$ cat src/rtl/nexys_starship_btm_spawner_if.sv
// Bus between the bottom monster spawner and its environment (game control / bottom station).
interface nexys_starship_btm_spawner_if;
   logic       play_flag;
   logic       game_stop;
   logic       btm_kill;
   logic       btm_monster_ctrl;
   logic       btm_attack_timeout;
   logic [7:0] kill_count;
   logic       q_Idle;
   logic       q_Wait;
   logic       q_Active;
   logic       q_Halt;

   // Environment side: drives game controls, observes the spawner
   modport master (
      output play_flag, game_stop, btm_kill,
      input  btm_monster_ctrl, btm_attack_timeout, kill_count,
      input  q_Idle, q_Wait, q_Active, q_Halt
   );

   // Spawner side
   modport slave (
      input  play_flag, game_stop, btm_kill,
      output btm_monster_ctrl, btm_attack_timeout, kill_count,
      output q_Idle, q_Wait, q_Active, q_Halt
   );
endinterface

$ cat src/rtl/nexys_starship_btm_spawner.sv
// Bottom monster spawner: random spawn delay, monster held until killed, timeout if it
// outlives its attack window, permanent halt on timeout or global game stop.
module nexys_starship_btm_spawner #(
   parameter int unsigned TICK_DIV     = 100000,
   parameter int unsigned DELAY_MIN    = 1000,
   parameter logic [15:0] DELAY_MASK   = 16'h0FFF,
   parameter int unsigned ATTACK_TICKS = 5000,
   parameter logic [15:0] LFSR_SEED    = 16'hACE1
) (
   input logic                          Clk,
   input logic                          Reset,
   nexys_starship_btm_spawner_if.slave  bus
);

   localparam int unsigned PRE_W   = (TICK_DIV > 1) ? $clog2(TICK_DIV) : 1;
   localparam int unsigned DLY_MAX = DELAY_MIN + 32'(DELAY_MASK);
   localparam int unsigned DLY_W   = $clog2(DLY_MAX + 1);
   localparam int unsigned ATK_W   = $clog2(ATTACK_TICKS + 1);
   localparam logic [15:0] SEED    = (LFSR_SEED == 16'h0000) ? 16'h0001 : LFSR_SEED;
   localparam logic [15:0] TAPS    = 16'hB400;

   localparam logic [1:0] S_IDLE   = 2'd0;
   localparam logic [1:0] S_WAIT   = 2'd1;
   localparam logic [1:0] S_ACTIVE = 2'd2;
   localparam logic [1:0] S_HALT   = 2'd3;

   logic [1:0]       r_state,       w_state_nxt;
   logic [15:0]      r_lfsr,        w_lfsr_nxt;
   logic [PRE_W-1:0] r_presc,       w_presc_nxt;
   logic [DLY_W-1:0] r_delay_cnt,   w_delay_nxt;
   logic [ATK_W-1:0] r_attack_cnt,  w_attack_nxt;
   logic             r_timeout,     w_timeout_nxt;
   logic [7:0]       r_kill_count,  w_kill_nxt;
   logic             r_ctrl;
   logic             r_q_idle, r_q_wait, r_q_active, r_q_halt;
   logic             w_tick;
   logic [DLY_W-1:0] w_delay_load;

   // Prescaler terminal count marks one tick
   assign w_tick       = (r_presc == PRE_W'(TICK_DIV - 1));
   // Fresh spawn delay drawn from the current LFSR value
   assign w_delay_load = DLY_W'(DELAY_MIN) + DLY_W'(r_lfsr & DELAY_MASK);
   // Galois LFSR free-runs in every state
   assign w_lfsr_nxt   = r_lfsr[0] ? ((r_lfsr >> 1) ^ TAPS) : (r_lfsr >> 1);

   // Next-state and counter logic; priority game_stop > btm_kill > tick expiry
   always_comb begin
      w_state_nxt   = r_state;
      w_presc_nxt   = r_presc;
      w_delay_nxt   = r_delay_cnt;
      w_attack_nxt  = r_attack_cnt;
      w_timeout_nxt = r_timeout;
      w_kill_nxt    = r_kill_count;
      case (r_state)
         S_IDLE: begin
            if (bus.play_flag) begin
               w_state_nxt = S_WAIT;
               w_presc_nxt = '0;
               w_delay_nxt = w_delay_load;
            end
         end
         S_WAIT: begin
            if (bus.game_stop) begin
               w_state_nxt = S_HALT;
               w_presc_nxt = '0;
            end else if (w_tick) begin
               w_presc_nxt = '0;
               if (r_delay_cnt <= DLY_W'(1)) begin
                  w_state_nxt  = S_ACTIVE;
                  w_attack_nxt = ATK_W'(ATTACK_TICKS);
               end else begin
                  w_delay_nxt = r_delay_cnt - DLY_W'(1);
               end
            end else begin
               w_presc_nxt = r_presc + PRE_W'(1);
            end
         end
         S_ACTIVE: begin
            if (bus.game_stop) begin
               w_state_nxt = S_HALT;
               w_presc_nxt = '0;
            end else if (bus.btm_kill) begin
               w_state_nxt = S_WAIT;
               w_presc_nxt = '0;
               w_delay_nxt = w_delay_load;
               if (r_kill_count != 8'hFF) w_kill_nxt = r_kill_count + 8'd1;
            end else if (w_tick) begin
               w_presc_nxt = '0;
               if (r_attack_cnt <= ATK_W'(1)) begin
                  w_state_nxt   = S_HALT;
                  w_timeout_nxt = 1'b1;
               end else begin
                  w_attack_nxt = r_attack_cnt - ATK_W'(1);
               end
            end else begin
               w_presc_nxt = r_presc + PRE_W'(1);
            end
         end
         default: ;
      endcase
   end

   // State, counters and registered outputs
   always_ff @(posedge Clk or posedge Reset) begin
      if (Reset) begin
         r_state      <= S_IDLE;
         r_lfsr       <= SEED;
         r_presc      <= '0;
         r_delay_cnt  <= '0;
         r_attack_cnt <= '0;
         r_timeout    <= 1'b0;
         r_kill_count <= 8'd0;
         r_ctrl       <= 1'b0;
         r_q_idle     <= 1'b1;
         r_q_wait     <= 1'b0;
         r_q_active   <= 1'b0;
         r_q_halt     <= 1'b0;
      end else begin
         r_state      <= w_state_nxt;
         r_lfsr       <= w_lfsr_nxt;
         r_presc      <= w_presc_nxt;
         r_delay_cnt  <= w_delay_nxt;
         r_attack_cnt <= w_attack_nxt;
         r_timeout    <= w_timeout_nxt;
         r_kill_count <= w_kill_nxt;
         r_ctrl       <= (w_state_nxt == S_ACTIVE);
         r_q_idle     <= (w_state_nxt == S_IDLE);
         r_q_wait     <= (w_state_nxt == S_WAIT);
         r_q_active   <= (w_state_nxt == S_ACTIVE);
         r_q_halt     <= (w_state_nxt == S_HALT);
      end
   end

   assign bus.btm_monster_ctrl   = r_ctrl;
   assign bus.btm_attack_timeout = r_timeout;
   assign bus.kill_count         = r_kill_count;
   assign bus.q_Idle             = r_q_idle;
   assign bus.q_Wait             = r_q_wait;
   assign bus.q_Active           = r_q_active;
   assign bus.q_Halt             = r_q_halt;

endmodule

$ cat src/flat_wrapper.sv
// flat-port wrapper written by rule: the top's interface ports become plain ports
module nexys_starship_btm_spawner_flat 
#(
   parameter int unsigned TICK_DIV     = 100000,
   parameter int unsigned DELAY_MIN    = 1000,
   parameter logic [15:0] DELAY_MASK   = 16'h0FFF,
   parameter int unsigned ATTACK_TICKS = 5000,
   parameter logic [15:0] LFSR_SEED    = 16'hACE1
)
  (Clk, Reset, bus_play_flag, bus_game_stop, bus_btm_kill, bus_btm_monster_ctrl, bus_btm_attack_timeout, bus_kill_count, bus_q_Idle, bus_q_Wait, bus_q_Active, bus_q_Halt);
  nexys_starship_btm_spawner_if bus_i ();
  input logic Clk;
  input logic Reset;
  input wire logic [$bits(bus_i.play_flag)-1:0] bus_play_flag;
  input wire logic [$bits(bus_i.game_stop)-1:0] bus_game_stop;
  input wire logic [$bits(bus_i.btm_kill)-1:0] bus_btm_kill;
  output wire logic [$bits(bus_i.btm_monster_ctrl)-1:0] bus_btm_monster_ctrl;
  output wire logic [$bits(bus_i.btm_attack_timeout)-1:0] bus_btm_attack_timeout;
  output wire logic [$bits(bus_i.kill_count)-1:0] bus_kill_count;
  output wire logic [$bits(bus_i.q_Idle)-1:0] bus_q_Idle;
  output wire logic [$bits(bus_i.q_Wait)-1:0] bus_q_Wait;
  output wire logic [$bits(bus_i.q_Active)-1:0] bus_q_Active;
  output wire logic [$bits(bus_i.q_Halt)-1:0] bus_q_Halt;
  assign bus_i.play_flag = bus_play_flag;
  assign bus_i.game_stop = bus_game_stop;
  assign bus_i.btm_kill = bus_btm_kill;
  assign bus_btm_monster_ctrl = bus_i.btm_monster_ctrl;
  assign bus_btm_attack_timeout = bus_i.btm_attack_timeout;
  assign bus_kill_count = bus_i.kill_count;
  assign bus_q_Idle = bus_i.q_Idle;
  assign bus_q_Wait = bus_i.q_Wait;
  assign bus_q_Active = bus_i.q_Active;
  assign bus_q_Halt = bus_i.q_Halt;
  nexys_starship_btm_spawner #(.TICK_DIV(TICK_DIV), .DELAY_MIN(DELAY_MIN), .DELAY_MASK(DELAY_MASK), .ATTACK_TICKS(ATTACK_TICKS), .LFSR_SEED(LFSR_SEED)) u_core (.Clk(Clk), .Reset(Reset), .bus(bus_i));
endmodule
$ cat config.mk
export PLATFORM = sky130hd
export DESIGN_NAME = nexys_starship_btm_spawner_flat
export DESIGN_NICKNAME = d
export VERILOG_FILES = /design/src/rtl/nexys_starship_btm_spawner_if.sv /design/src/rtl/nexys_starship_btm_spawner.sv /design/src/flat_wrapper.sv
export SDC_FILE = /design/constraint.sdc
export NUM_CORES = 1
export LEC_CHECK = 0
export CORE_ASPECT_RATIO = 0.8
export CORE_MARGIN = 4
export CORE_UTILIZATION = 40
export CTS_BUF_LIST = sky130_fd_sc_hd__clkbuf_4
export DETAILED_ROUTE_END_ITERATION = 6
export GPL_ROUTABILITY_DRIVEN = 0
export PLACE_DENSITY = 0.59
export SYNTH_ARGS = -nofsm -noshare
export SYNTH_HDL_FRONTEND = slang
export SYNTH_SLANG_ARGS = --single-unit
$ cat constraint.sdc
create_clock -name Clk -period 3.6 [get_ports Clk]
set_clock_uncertainty 0.15 [all_clocks]
set_input_delay 0.54 -clock Clk [delete_from_list [all_inputs] [get_ports Clk]]
set_output_delay 0.54 -clock Clk [all_outputs]
set_load 0.01 [all_outputs]
=== Yosys cells after proc, flatten, opt, wreduce, memory -nomap -nowiden ===
Cells that the tools add are included.

* Register bits: 74
* Output and inout port bits: 14
* Word-level logic and storage cells: 78

* Add/sub/neg operators: 5
* $lt $le $gt $ge: 2
* Eq/ne operators: 17
* Mux-type cells: 31
* Bitwise logic cells: 3
* Reductions and logical operators: 9

{| class="wikitable"
|+ Operators with widths
! operator !! number
|-
| 2-to-1 mux 13 bit || 13
|-
| 2-to-1 mux 17 bit || 5
|-
| case mux 17 bit (3 select lines) || 1
|-
| case mux 13 bit (3 select lines) || 1
|-
| <= comparator 13 x 1 -> 1 bit (second input constant) || 2
|-
| case mux 13 bit (2 select lines) || 1
|-
| subtractor 13 x 1 -> 13 bit (second input constant) || 2
|-
| adder 17 x 1 -> 17 bit (second input constant) || 1
|-
| == test 17 bit (second input constant) || 1
|-
| 2-to-1 mux 16 bit || 1
|-
| 2-to-1 mux 2 bit || 8
|-
| != test 2 bit (second input constant) || 7
|-
| adder 10 x 12 -> 13 bit (first input constant) || 1
|-
| adder 8 x 1 -> 8 bit (second input constant) || 1
|-
| != test 8 bit (second input constant) || 1
|-
| AND reduction 8 bit || 1
|-
| AND reduction 7 bit || 1
|-
| == test 2 bit (second input constant) || 3
|-
| != test 2 x 1 -> 1 bit (second input constant) || 3
|-
| case mux 2 bit (3 select lines) || 1
|-
| AND reduction 5 bit || 1
|-
| == test 2 x 1 -> 1 bit (second input constant) || 2
|-
| zero test 2 bit || 2
|-
| NOT 3 -> 4 bit || 1
|-
| other kinds (5) || 6
|}

=== Logic depth before layout (Yosys ltp) ===
Gate-level depths: netlist (run 1).

* Depth after elaboration: 7
* Gate-level depth with buffers: 10

=== Worst setup path before layout (run 1) ===
Ideal clock, no wire load.

* Kind: reg-to-reg
* From: register u_core.r_delay_cnt[6]
* To: register u_core.r_attack_cnt[10]
* Library setup time: 0.066 ns
* Data arrival time: 2.496 ns
* Data required time: 3.384 ns
* Slack: 0.888 ns
* Cell stages (with the launch flop): 8
* Path buffers: 1
* Period minus slack after synthesis: 2.712 ns
* Path through: dfrtp_1 or4_4 nand4b_4 o21a_1 buf_6 or4b_4 or4_1 nand2_1

* Word-level cells in the longest chain between the ends: 3

{| class="wikitable"
|+ RTL lines
! item !! RTL line !! text
|-
| from (decl) || nexys_starship_btm_spawner.sv:30 || <nowiki>logic [DLY_W-1:0] r_delay_cnt, w_delay_nxt;</nowiki>
|-
| from (signal assigned) || nexys_starship_btm_spawner.sv:122 || <nowiki>r_delay_cnt <= w_delay_nxt;</nowiki>
|-
| <= comparator 13 x 1 -> 1 bit || nexys_starship_btm_spawner.sv:68 || <nowiki>if (r_delay_cnt <= DLY_W'(1)) begin</nowiki>
|-
| != test 2 x 1 -> 1 bit (no source line) || - ||
|-
| AND reduction 8 bit (no source line) || - ||
|-
| to (signal assigned) || nexys_starship_btm_spawner.sv:123 || <nowiki>r_attack_cnt <= w_attack_nxt;</nowiki>
|-
| to (decl) || nexys_starship_btm_spawner.sv:31 || <nowiki>logic [ATK_W-1:0] r_attack_cnt, w_attack_nxt;</nowiki>
|}

No other way between the ends.
A chain may end at the register's enable or synchronous reset.

=== Worst setup path after layout (run 1) ===
* From: register u_core.r_state[0]
* To: register u_core.r_delay_cnt[9]

* Word-level cells in the longest chain between the ends: 3
* Elaborated cells on any way between the ends: 12
* Those cells by class: eq/ne: 8; mux: 1; reduce/logical: 3

{| class="wikitable"
|+ RTL lines
! item !! RTL line !! text
|-
| from (decl) || nexys_starship_btm_spawner.sv:27 || <nowiki>logic [1:0] r_state, w_state_nxt;</nowiki>
|-
| from (signal assigned) || nexys_starship_btm_spawner.sv:119 || <nowiki>r_state <= w_state_nxt;</nowiki>
|-
| == test 2 x 1 -> 1 bit (tied with other cells) || nexys_starship_btm_spawner.sv:54 || <nowiki>case (r_state)</nowiki>
|-
| != test 2 bit (no source line) (tied with other cells) || - ||
|-
| AND reduction 7 bit (no source line) || - ||
|}

Parallel ways exist; a longest one is shown, timed or not.

==> impl_metrics.toml, run 1 <==
[status]
status = "complete, no violations"

[logic_synthesis]
ys_warn_count = 0
synth_edf_count = 0
synth_xor_area_frac = 0.07700
syn_inst = 409
synth_fp_nets = 426
synthAdderAreaFrac = 0.03771
synth-seq-cells = 74
synthMuxAreaShare = 0.002828
synth_common_cells = "dfrtp_1, nand2_1, nor2_1"
async_flop_share = 1.000
ys_types = 64
synth_top_area_cell = "dfrtp_1"
synth_ff_type = "dfrtp_1"
ys_seq_area_frac = 0.4679
synth_most_common_cell = "dfrtp_1"
synth_area_per_cell_um2 = 9.734
synth-compound-area-share = 0.1417
synth_top_family_by_area = "simple AND/OR/NAND/NOR gates"
synth_area_um2 = 3981
synth_top_area_frac = 0.4085
synth-simple-area-share = 0.2454
synth_area_leaders = "dfrtp_1, dfstp_2, nand2_1"

[routing]
drc = 0
drtIter0Drc = 253
drt-pass1-iter-count = 6
vias = 3157
wire_per_inst_um = 15.39
wl_um = 8817
drtAntennaViolNets = 0
routed_via_density = 5.510

[power_and_ir_drop]
p_per_area_nw_per_um2 = 638.2
irDropWorstVdd_mv = 0.3154
p_total_mw = 2.833
leakagePower_nw = 1.820

[min_path]
hp-class = "flip-flop to flip-flop"
min_from = "u_core.r_lfsr[12]$_DFF_PP0_"

[placement]
dp_slack_ps = 418.6
portBuffers = 18
dpl_cell_area_um2 = 4327
dp_hpwl_um = 6274

[sta]
rsz0062_at_grt = "false"
setup_tns_ps = 0
hold_violations = 0
max_freq_mhz = 325.7
worst_slack_ps = 529.8
tightestPinTransition_ps = 649.2
setup_viol_count_final = 0
relSlewSlack = 0.5639
min_period_over_period = 0.8528
maxSlewViolCount = 0
final.min_clock_period_ps = 3070

[critical_path]
critPathSlowestCell = "dfrtp_1"
crit_type = "flip-flop to flip-flop"
crit_chain = "inv_1 > ha_1 > nor2b_1 > or4_1 > o21bai_1 > o21ai_0 > a221oi_1 > o31ai_1"
arrival_ps = 3250
crit_fanout = 10
r2r_end = "u_core.r_delay_cnt[9]$_DFFE_PP0P_"
cp.required_ps = 3780
crit_start = "u_core.r_state[0]$_DFF_PP0_"
r2r_start = "u_core.r_state[0]$_DFF_PP0_"
critPathCaptureType = "flip-flop"
worstSetupStartpointType = "flip-flop"
cpPeakStageDelay_ps = 490
endpoint = "u_core.r_delay_cnt[9]$_DFFE_PP0P_"
r2r_setup_slack_ps = 530
ff2ff_path_depth = 8

[floorplan]
start_util = 0.4109
core_um2 = 9689
die_area_um2 = 11620
die_w_um = 119.5
ios = 19
num_rows = 32
die_y_um = 97.24

[cells_and_area]
antennaDiodeCount = 0
area_growth_pct = 11.50
drive_gt1_frac = 0.1259
nets = 449
fillers = 969
finalInstanceArea_um2 = 4439

[global_route]
track_usage = 0.1601
antenna_found_initial = 0
grt_max_degree = 32
grt_pass1_wl_um = 15090
grt_pass1_vias = 3036
overflow = 0

[cts]
cts_made_buffers = 9
ctsLongestPathBuffers = 2
cts_tree = "built"
cts_sinks = 74
htreeDepth = 3
post_cts_buffers = 0
clk_latency_ps = 440
cts.clk_slew.worst_paths_ps = 120
root_buffer = "clkbuf_4"
cts_hold_buf = 0
cts.repair.resized = 0

[job]
drv_cap = 0
[sequential cells by signal, indices dropped and copies added (netlist names)]
register,cells
u_core.r_presc,17
u_core.r_lfsr,16
u_core.r_attack_cnt,13
u_core.r_delay_cnt,13
u_core.bus.kill_count,8
u_core.r_state,2
u_core.bus.btm_attack_timeout,1
u_core.bus.btm_monster_ctrl,1
u_core.bus.q_Halt,1
u_core.bus.q_Idle,1
u_core.bus.q_Wait,1
[cell usage in the layout, fill, tap and decap left out, types with 3 or more instances in the layout]
| cell | netlist | routed |
|---|---|---|
| nand2_1 | 43 | 43 |
| inv_1 | 12 | 11 |
| o31ai_1 | 6 | 6 |
| o21ai_0 | 30 | 30 |
| clkdlybuf4s50_1 | 0 | 18 |
| nor2b_1 | 5 | 5 |
| xor2_1 | 17 | 17 |
| and2_1 | 3 | 3 |
| dfrtp_1 | 65 | 65 |
| nand4_1 | 5 | 5 |
| o21a_1 | 4 | 4 |
| nor4_1 | 9 | 9 |
| a22oi_1 | 8 | 8 |
| nand2b_1 | 4 | 4 |
| or4_1 | 3 | 3 |
| xnor2_1 | 18 | 18 |
| nor3_1 | 21 | 21 |
| ha_1 | 12 | 12 |
| or3_1 | 11 | 11 |
| buf_4 | 2 | 7 |
| or3_2 | 4 | 4 |
| nand3_1 | 13 | 13 |
| dfstp_2 | 9 | 9 |
| and3_1 | 3 | 3 |
| o41ai_1 | 5 | 5 |
| nor2_1 | 33 | 33 |
| clkbuf_4 | 0 | 11 |
| a21oi_1 | 12 | 12 |
[per-stage QoR]
stage / util / hold WS [ps] / std cells
after global placement: 0.4465 / 182.9 / 557
after CTS: 0.4582 / 218.1 / 573
after detailed placement: 0.4465 / 187.6 / 557
after floorplan: - / 183.0 / 409
after global routing: 0.4582 / 222.3 / 573
final: 0.4582 / 214.5 / 573
[final cells by class]
| cell class | count | area (um2) | share of cell area |
|---|---|---|---|
| clock inverters | 5 | 30.03 | 0.006764 |
| well taps | 136 | 170.2 | 0.03833 |
| repair buffers | 25 | 232.7 | 0.05242 |
| flip-flops and latches | 74 | 1863 | 0.4197 |
| inverters | 12 | 45.04 | 0.01015 |
| multi-input cells | 310 | 2016 | 0.4541 |
| clock buffers | 11 | 82.58 | 0.01860 |
[how the worst min path moves through the flow]
stage                     depth (start not counted)                           to
after floorplan                                   0  u_core.r_lfsr[11]$_DFF_PP1_
after global placement                            0  u_core.r_lfsr[11]$_DFF_PP1_
after detailed placement                          0  u_core.r_lfsr[11]$_DFF_PP1_
after CTS                                         0  u_core.r_lfsr[11]$_DFF_PP1_
after global routing                              0  u_core.r_lfsr[11]$_DFF_PP1_
final                                             0  u_core.r_lfsr[11]$_DFF_PP1_
[cells by family after synthesis]
family | Yosys count
compound gates | 85
xor+xnor | 35
fa+ha+maj | 12
buf+inv | 25
flops | 74
mux | 1
simple gates | 177
[critical path: cells and delay by family (launching register included)]
kind | cells | cell delay [ps]
adders and majority gates | 1 | 340
DFF | 1 | 490
and+or+nand+nor | 2 | 630
AOI/OAI and AO/OA | 4 | 1240
buffers and inverters | 1 | 120
[power breakdown]
group	switching (mW)	leakage, nW	internal, mW	total, mW
Combinational	0.755	0.828	0.489	1.24
Clock	0.302	0.0647	0.155	0.457
Sequential	0.163	0.928	0.969	1.13
Total	1.22	1.82	1.61	2.83
[routing by layer]
metal,vias to the layer above,share of wire,global-route usage
li1,1536,-,-
met1,1519,0.52,0.2396
met2,89,0.40,0.2157
met3,13,0.056,0.05588
met4,0,0.014,0.04754
met5,-,0,0
(Power assumes the default switching activity.)
==> run 2: changes to the inputs <==
--- a/config.mk
+++ b/config.mk
@@ -12,6 +12,7 @@
 export DETAILED_ROUTE_END_ITERATION = 6
 export GPL_ROUTABILITY_DRIVEN = 0
 export PLACE_DENSITY = 0.59
+export SLEW_MARGIN = 20
 export SYNTH_ARGS = -nofsm -noshare
 export SYNTH_HDL_FRONTEND = slang
 export SYNTH_SLANG_ARGS = --single-unit
==> results of run 2 <==
No change in the layout: final DEF, timing and power equal those of run 1.
